**config.mk**
```make
export PLATFORM = sky130hd
export DESIGN_NAME = axis_rr_arbiter
export DESIGN_NICKNAME = d
export VERILOG_FILES = /design/src/rtl/axis_arb_pkg.sv /design/src/rtl/rr_priority_pick.sv /design/src/rtl/axis_rr_arbiter.sv
export SDC_FILE = /design/constraint.sdc
export NUM_CORES = 1
export LEC_CHECK = 0
export ABC_AREA = 1
export CORE_AREA = 2 2 43 45
export CTS_CLUSTER_SIZE = 10
export DETAILED_ROUTE_END_ITERATION = 8
export DIE_AREA = 0 0 45 47
export SYNTH_ARGS = -nofsm -noshare
export SYNTH_HDL_FRONTEND = slang
export SYNTH_HIERARCHICAL = 1
export SYNTH_SLANG_ARGS = --single-unit
```
**constraint.sdc**
```tcl
create_clock -name clk -period 1.3 [get_ports clk]
set_input_delay 0.325 -clock clk [delete_from_list [all_inputs] [get_ports clk]]
set_output_delay 0.325 -clock clk [all_outputs]
set_load 0.02 [all_outputs]
```
**src/rtl/axis_arb_pkg.sv**
```systemverilog
// ============================================================================
//  Module      : axis_arb_pkg
//  Description : Shared state encoding for the AXI4-Stream round-robin arbiter.
//  Revision    : 1.0 - initial release
// ============================================================================
`default_nettype none

package axis_arb_pkg;

    typedef enum logic [0:0] {
        ARB_IDLE   = 1'b0,
        ARB_LOCKED = 1'b1
    } arb_state_e;

endpackage

`default_nettype wire

```
**src/rtl/rr_priority_pick.sv**
```systemverilog
// ============================================================================
//  Module      : rr_priority_pick
//  Description : Combinational round-robin pick: lowest requesting index at or
//                above ptr, wrapping, via a double-width masked search.
//  Revision    : 1.0 - initial release
// ============================================================================
`default_nettype none

module rr_priority_pick
    import axis_arb_pkg::*;
#(
    parameter int NUM_REQ = 4,
    parameter int IDX_W   = $clog2(NUM_REQ)
) (
    input  logic [NUM_REQ-1:0] req,
    input  logic [IDX_W-1:0]   ptr,
    output logic [IDX_W-1:0]   sel,
    output logic               found
);

    localparam logic [2*NUM_REQ-1:0] c_base_mask = {{NUM_REQ{1'b0}}, {NUM_REQ{1'b1}}};

    logic [2*NUM_REQ-1:0] w_dbl_req;
    logic [2*NUM_REQ-1:0] w_dbl_mask;
    logic [2*NUM_REQ-1:0] w_masked;

    // Window [ptr, ptr+NUM_REQ-1] over the doubled vector covers every port once
    assign w_dbl_req  = {req, req};
    assign w_dbl_mask = c_base_mask << ptr;
    assign w_masked   = w_dbl_req & w_dbl_mask;

    always_comb begin
        sel   = '0;
        found = 1'b0;
        for (int i = 2*NUM_REQ-1; i >= 0; i--) begin
            if (w_masked[i]) begin
                found = 1'b1;
                sel   = (i >= NUM_REQ) ? IDX_W'(i - NUM_REQ) : IDX_W'(i);
            end
        end
    end

endmodule

`default_nettype wire

```
**src/rtl/axis_rr_arbiter.sv**
```systemverilog
// ============================================================================
//  Module      : axis_rr_arbiter
//  Description : Packet-level round-robin arbiter for NUM_REQ AXI4-Stream ports.
//                AXIS_ARB_BACK2BACK_EN removes the idle bubble between packets.
//  Revision    : 1.0 - initial release
// ============================================================================
`default_nettype none

module axis_rr_arbiter
    import axis_arb_pkg::*;
#(
    parameter int NUM_REQ = 4,
    parameter int IDX_W   = $clog2(NUM_REQ)
) (
    input  logic               clk,
    input  logic               reset,
    input  logic [NUM_REQ-1:0] req,
    input  logic [NUM_REQ-1:0] last,
    input  logic               out_ready,
    output logic [NUM_REQ-1:0] grant,
    output logic [IDX_W-1:0]   grant_idx,
    output logic               grant_valid
);

    localparam logic [IDX_W-1:0]   c_last_idx = IDX_W'(NUM_REQ - 1);
    localparam logic [NUM_REQ-1:0] c_one      = NUM_REQ'(1);

    arb_state_e          r_state;
    arb_state_e          w_state_nxt;
    logic [IDX_W-1:0]    r_ptr;
    logic [IDX_W-1:0]    w_ptr_nxt;
    logic [IDX_W-1:0]    w_idx_inc;
    logic [IDX_W-1:0]    w_pick_ptr;
    logic [IDX_W-1:0]    w_sel;
    logic                w_found;
    logic                w_done;
    logic [NUM_REQ-1:0]  w_sel_onehot;
    logic [NUM_REQ-1:0]  w_grant_nxt;
    logic [IDX_W-1:0]    w_idx_nxt;
    logic                w_valid_nxt;

    // Explicit compare keeps non-power-of-2 port counts in range
    assign w_idx_inc = (grant_idx == c_last_idx) ? '0 : grant_idx + IDX_W'(1);
    assign w_done    = (r_state == ARB_LOCKED) & req[grant_idx] & out_ready & last[grant_idx];

`ifdef AXIS_ARB_BACK2BACK_EN
    assign w_pick_ptr = (r_state == ARB_LOCKED) ? w_idx_inc : r_ptr;
`else
    assign w_pick_ptr = r_ptr;
`endif

    rr_priority_pick #(
        .NUM_REQ (NUM_REQ),
        .IDX_W   (IDX_W)
    ) u_pick (
        .req   (req),
        .ptr   (w_pick_ptr),
        .sel   (w_sel),
        .found (w_found)
    );

    assign w_sel_onehot = c_one << w_sel;

    always_ff @(posedge clk) begin
        if (reset) begin
            r_state     <= ARB_IDLE;
            r_ptr       <= '0;
            grant       <= '0;
            grant_idx   <= '0;
            grant_valid <= 1'b0;
        end else begin
            r_state     <= w_state_nxt;
            r_ptr       <= w_ptr_nxt;
            grant       <= w_grant_nxt;
            grant_idx   <= w_idx_nxt;
            grant_valid <= w_valid_nxt;
        end
    end

    always_comb begin
        w_state_nxt = r_state;
        w_ptr_nxt   = r_ptr;
        w_grant_nxt = grant;
        w_idx_nxt   = grant_idx;
        w_valid_nxt = grant_valid;
        case (r_state)
            ARB_IDLE: begin
                if (w_found) begin
                    w_state_nxt = ARB_LOCKED;
                    w_grant_nxt = w_sel_onehot;
                    w_idx_nxt   = w_sel;
                    w_valid_nxt = 1'b1;
                end
            end
            ARB_LOCKED: begin
                // Grant is held through stalls and TVALID gaps until TLAST moves
                if (w_done) begin
                    w_ptr_nxt   = w_idx_inc;
                    w_state_nxt = ARB_IDLE;
                    w_grant_nxt = '0;
                    w_idx_nxt   = '0;
                    w_valid_nxt = 1'b0;
`ifdef AXIS_ARB_BACK2BACK_EN
                    if (w_found) begin
                        w_state_nxt = ARB_LOCKED;
                        w_grant_nxt = w_sel_onehot;
                        w_idx_nxt   = w_sel;
                        w_valid_nxt = 1'b1;
                    end
`endif
                end
            end
            default: begin
                w_state_nxt = ARB_IDLE;
            end
        endcase
    end

    a_grant_onehot0: assert property (@(posedge clk) $onehot0(grant));

endmodule

`default_nettype wire

```
==> results.md <==
- Status: completed
- Fraction of layout cells with a size suffix above 1: 30.43%
- Most Crowded Layer GR: met2
- Aggregate routed wire length: 1399 um
- ANT cells: 0
- PortBufs: 17
- Area Overhead vs Synth: 65.54%
- Most common cell after layout, fill and taps aside: nand2_1
- ANT nets after route: 0
- Critical R2R Launch: r_ptr[1]$_SDFFE_PP0P_
- Post-Syn Nets: 94
- Slew HR: 74.02%
- Combinational fraction of design power: 26.9%
- Rows: 15
- Sw Share: 28.88%
- TritonCTS clock tree: built
- CTS Buf Count: 3
- Yosys cell types: 14
- Share of the yosys chip area belonging to registers: 36.04%
- Clock power frac: 33.6%
- Max VDD drop: 529.0 uV
- Global routing usage on met3: 4.231%
- Dpl cell area: 833.3 um2
- Die ar.: 2115 um2
- Leak Pwr: 0.4405 nW
- P_sw: 0.2453 mW
- H-Tree Depth: 1
- Hold WC Path Type: flop to flop
- Final clock skew: 0.8561 ps
- Drt first pass iters: 4
- Top Family by Delay on Critical Path: simple AND/OR/NAND/NOR gates
- Crit-path slowest cell: dfxtp_4
- Root Driver: clkbuf_4
- Synth warn: 6
- Hold Slack: 481.0 ps
- Number of global-route vias before repair: 483
- Initial core utilization: 33.64%
- GRT overflow: 0
- Measured slew at the worst slew-check pin: 388.5 ps
- Chip Height: 47 um
- CP peak stage delay: 370 ps
- Clk pin slew, worst setup/hold paths: 70 ps
- Post-layout minimum cycle time: 1282 ps
- Worst path cell trace: inv_2 -> nand2_2 -> nand2_2 -> nor2_1 -> nand3_1 -> inv_2 -> nor2_4 -> inv_4 -> buf_4 -> nand3_1 -> a21oi_1
- RSZ-0062 raised after global routing: true
- PD cells: 923.5 nW/um2
- Total GRT Usage: 12.91%
- Max Cap Viol: 0
- Final Total Pwr: 0.8492 mW
- Nets@finish: 128
- Total clock sinks: 10
- Initial antenna violation count: 0
- Worst skew pair latency: 270 ps
- Design area: 919.6 um2
- Crit path buf inv count: 4
- Hold EP: grant[0]$_SDFFE_PP0P_
- Hpwl dp: 1036 um
- Wirelength per Cell: 10.60 um
- RR Endpoint: grant[2]$_SDFFE_PP0P_
- Seq pwr share: 39.5%
- Longest Clk Path Bufs: 2
- Critical Path RT: 1500 ps
- GR Util met2: 20.86%
- Final hold violation count: 0
- Largest fanout on the critical path: 4
- Kind of critical path: flop to flop
- Pint: 0.6040 mW
- Worst Setup Start Kind: flop
- First-pass GRT wire length: 1959 um
- Tcrit/Tclk final: 98.65%
- Mapped Cells: 82
- Most frequent cells in the layout: nand2_1 (13), nand3_1 (11), buf_4 (10)
- CP endpoint kind: flop
- DRC viols: 0
- Number of vias per cell: 4.795
- Routability cong.: 0.7972
- Hold Crit Depth: 2
- Syn avg cell area: 6.775 um2
- DR iter-0 viols: 18
- CORE AREA: 1652 um2
- Ports: 18
- Post-Synthesis Cell Area: 555.5 um2
- GR Util met1: 15.22%
- HP Start: grant[0]$_SDFFE_PP0P_
- Die X: 45 um
- R2R setup slack: 20 ps
- Max-slew violation count: 0
- Setup violations, final: 0
- #FFs+latches synth: 10
- WP data arrival: 1480 ps
- Reg2Reg Depth: 11
- Via count: 633
- Pin count of the biggest net entering global routing: 11
- Setup tns final: 0 ps
- Max Freq: 0.7798 GHz
[cell usage after synthesis (all sizes together)]
cell type  count  area share [%]
inv           12             8.1
a21oi         10             9.0
buf            1            0.68
dfxtp         10              36
nand2         17              12
ha             1             2.3
nand3         17              20
nand4          2             2.3
nor2          12             9.5
[logic make-up after synthesis]
| logic type | Yosys count | synth area share [%] |
|---|---|---|
| DFF | 10 | 36.04 |
| AOI/OAI and AO/OA | 10 | 9.009 |
| buffers and inverters | 13 | 8.783 |
| and+or+nand+nor | 48 | 43.92 |
| adders and majority gates | 1 | 2.252 |
[cell type report]
class	count	area (um2)
Fill cell	173	732.0
Tap cell	17	21.27
Timing Repair Buffer	30	267.8
Clock buffer	4	36.28
Multi-Input combinational cell	59	342.8
Inverter	12	47.55
Sequential cell	10	203.9
[sequential cells by signal, summed over array words and instances, names as in the netlist]
name,flops
grant_idx,2
grant,4
r_state,1
r_ptr,2
grant_valid,1
[routing by layer]
metal / up-vias / wire (um)
met5: - / 0
met3: 4 / 94
met2: 15 / 717
met1: 280 / 569
li1: 334 / -
met4: 0 / 19
[worst max-delay path by stage]
stage / slack, ps / from / depth (start not counted) / endpoint
floorplan: 80 / r_ptr[1]$_SDFFE_PP0P_ / 11 / grant[2]$_SDFFE_PP0P_
global placement: -420 / req[1] / 11 / grant[2]$_SDFFE_PP0P_
detailed placement: -450 / req[1] / 11 / grant[2]$_SDFFE_PP0P_
CTS: 2 / r_ptr[1]$_SDFFE_PP0P_ / 11 / grant[2]$_SDFFE_PP0P_
global route: -80 / r_ptr[1]$_SDFFE_PP0P_ / 11 / grant[3]$_SDFFE_PP0P_
finish: 20 / r_ptr[1]$_SDFFE_PP0P_ / 11 / grant[2]$_SDFFE_PP0P_
[worst min-delay path: stages (launching register included)]
cell     delay [ps]
dfxtp_1         320
nand3_2          70
a21oi_2          50
[through the flow]
step                      instances  setup slack, ps  util [%]
final                           132            17.56     55.68
after global routing            132           -81.18     55.68
after CTS                       132            2.214     52.50
after detailed placement        127           -452.5     50.45
after global placement          127           -419.6     50.45
after floorplan                  82            81.80         -
[repair_timing]
| action | 4_1_cts | 5_1_grt |
|---|---|---|
| endpoints found under the hold margin | 0 | 0 |
| hold buffers | 0 | 0 |
| setup buffers | 1 | 0 |
| pin swaps | 1 | 5 |
| resized for setup | 14 | 17 |
| gates cloned | 0 | 0 |
| endpoints found under the setup margin | 17 | 9 |
[power groups by stage]
stage | Sequential [mW] | Combinational [mW] | Clock, mW
floorplan | 0.363 | 0.0839 | 0
global placement | 0.344 | 0.219 | 0
detailed placement | 0.344 | 0.221 | 0
CTS | 0.336 | 0.210 | 0.290
global route | 0.338 | 0.250 | 0.303
finish | 0.335 | 0.229 | 0.285
Note: power is estimated with default switching activity, not from simulation.
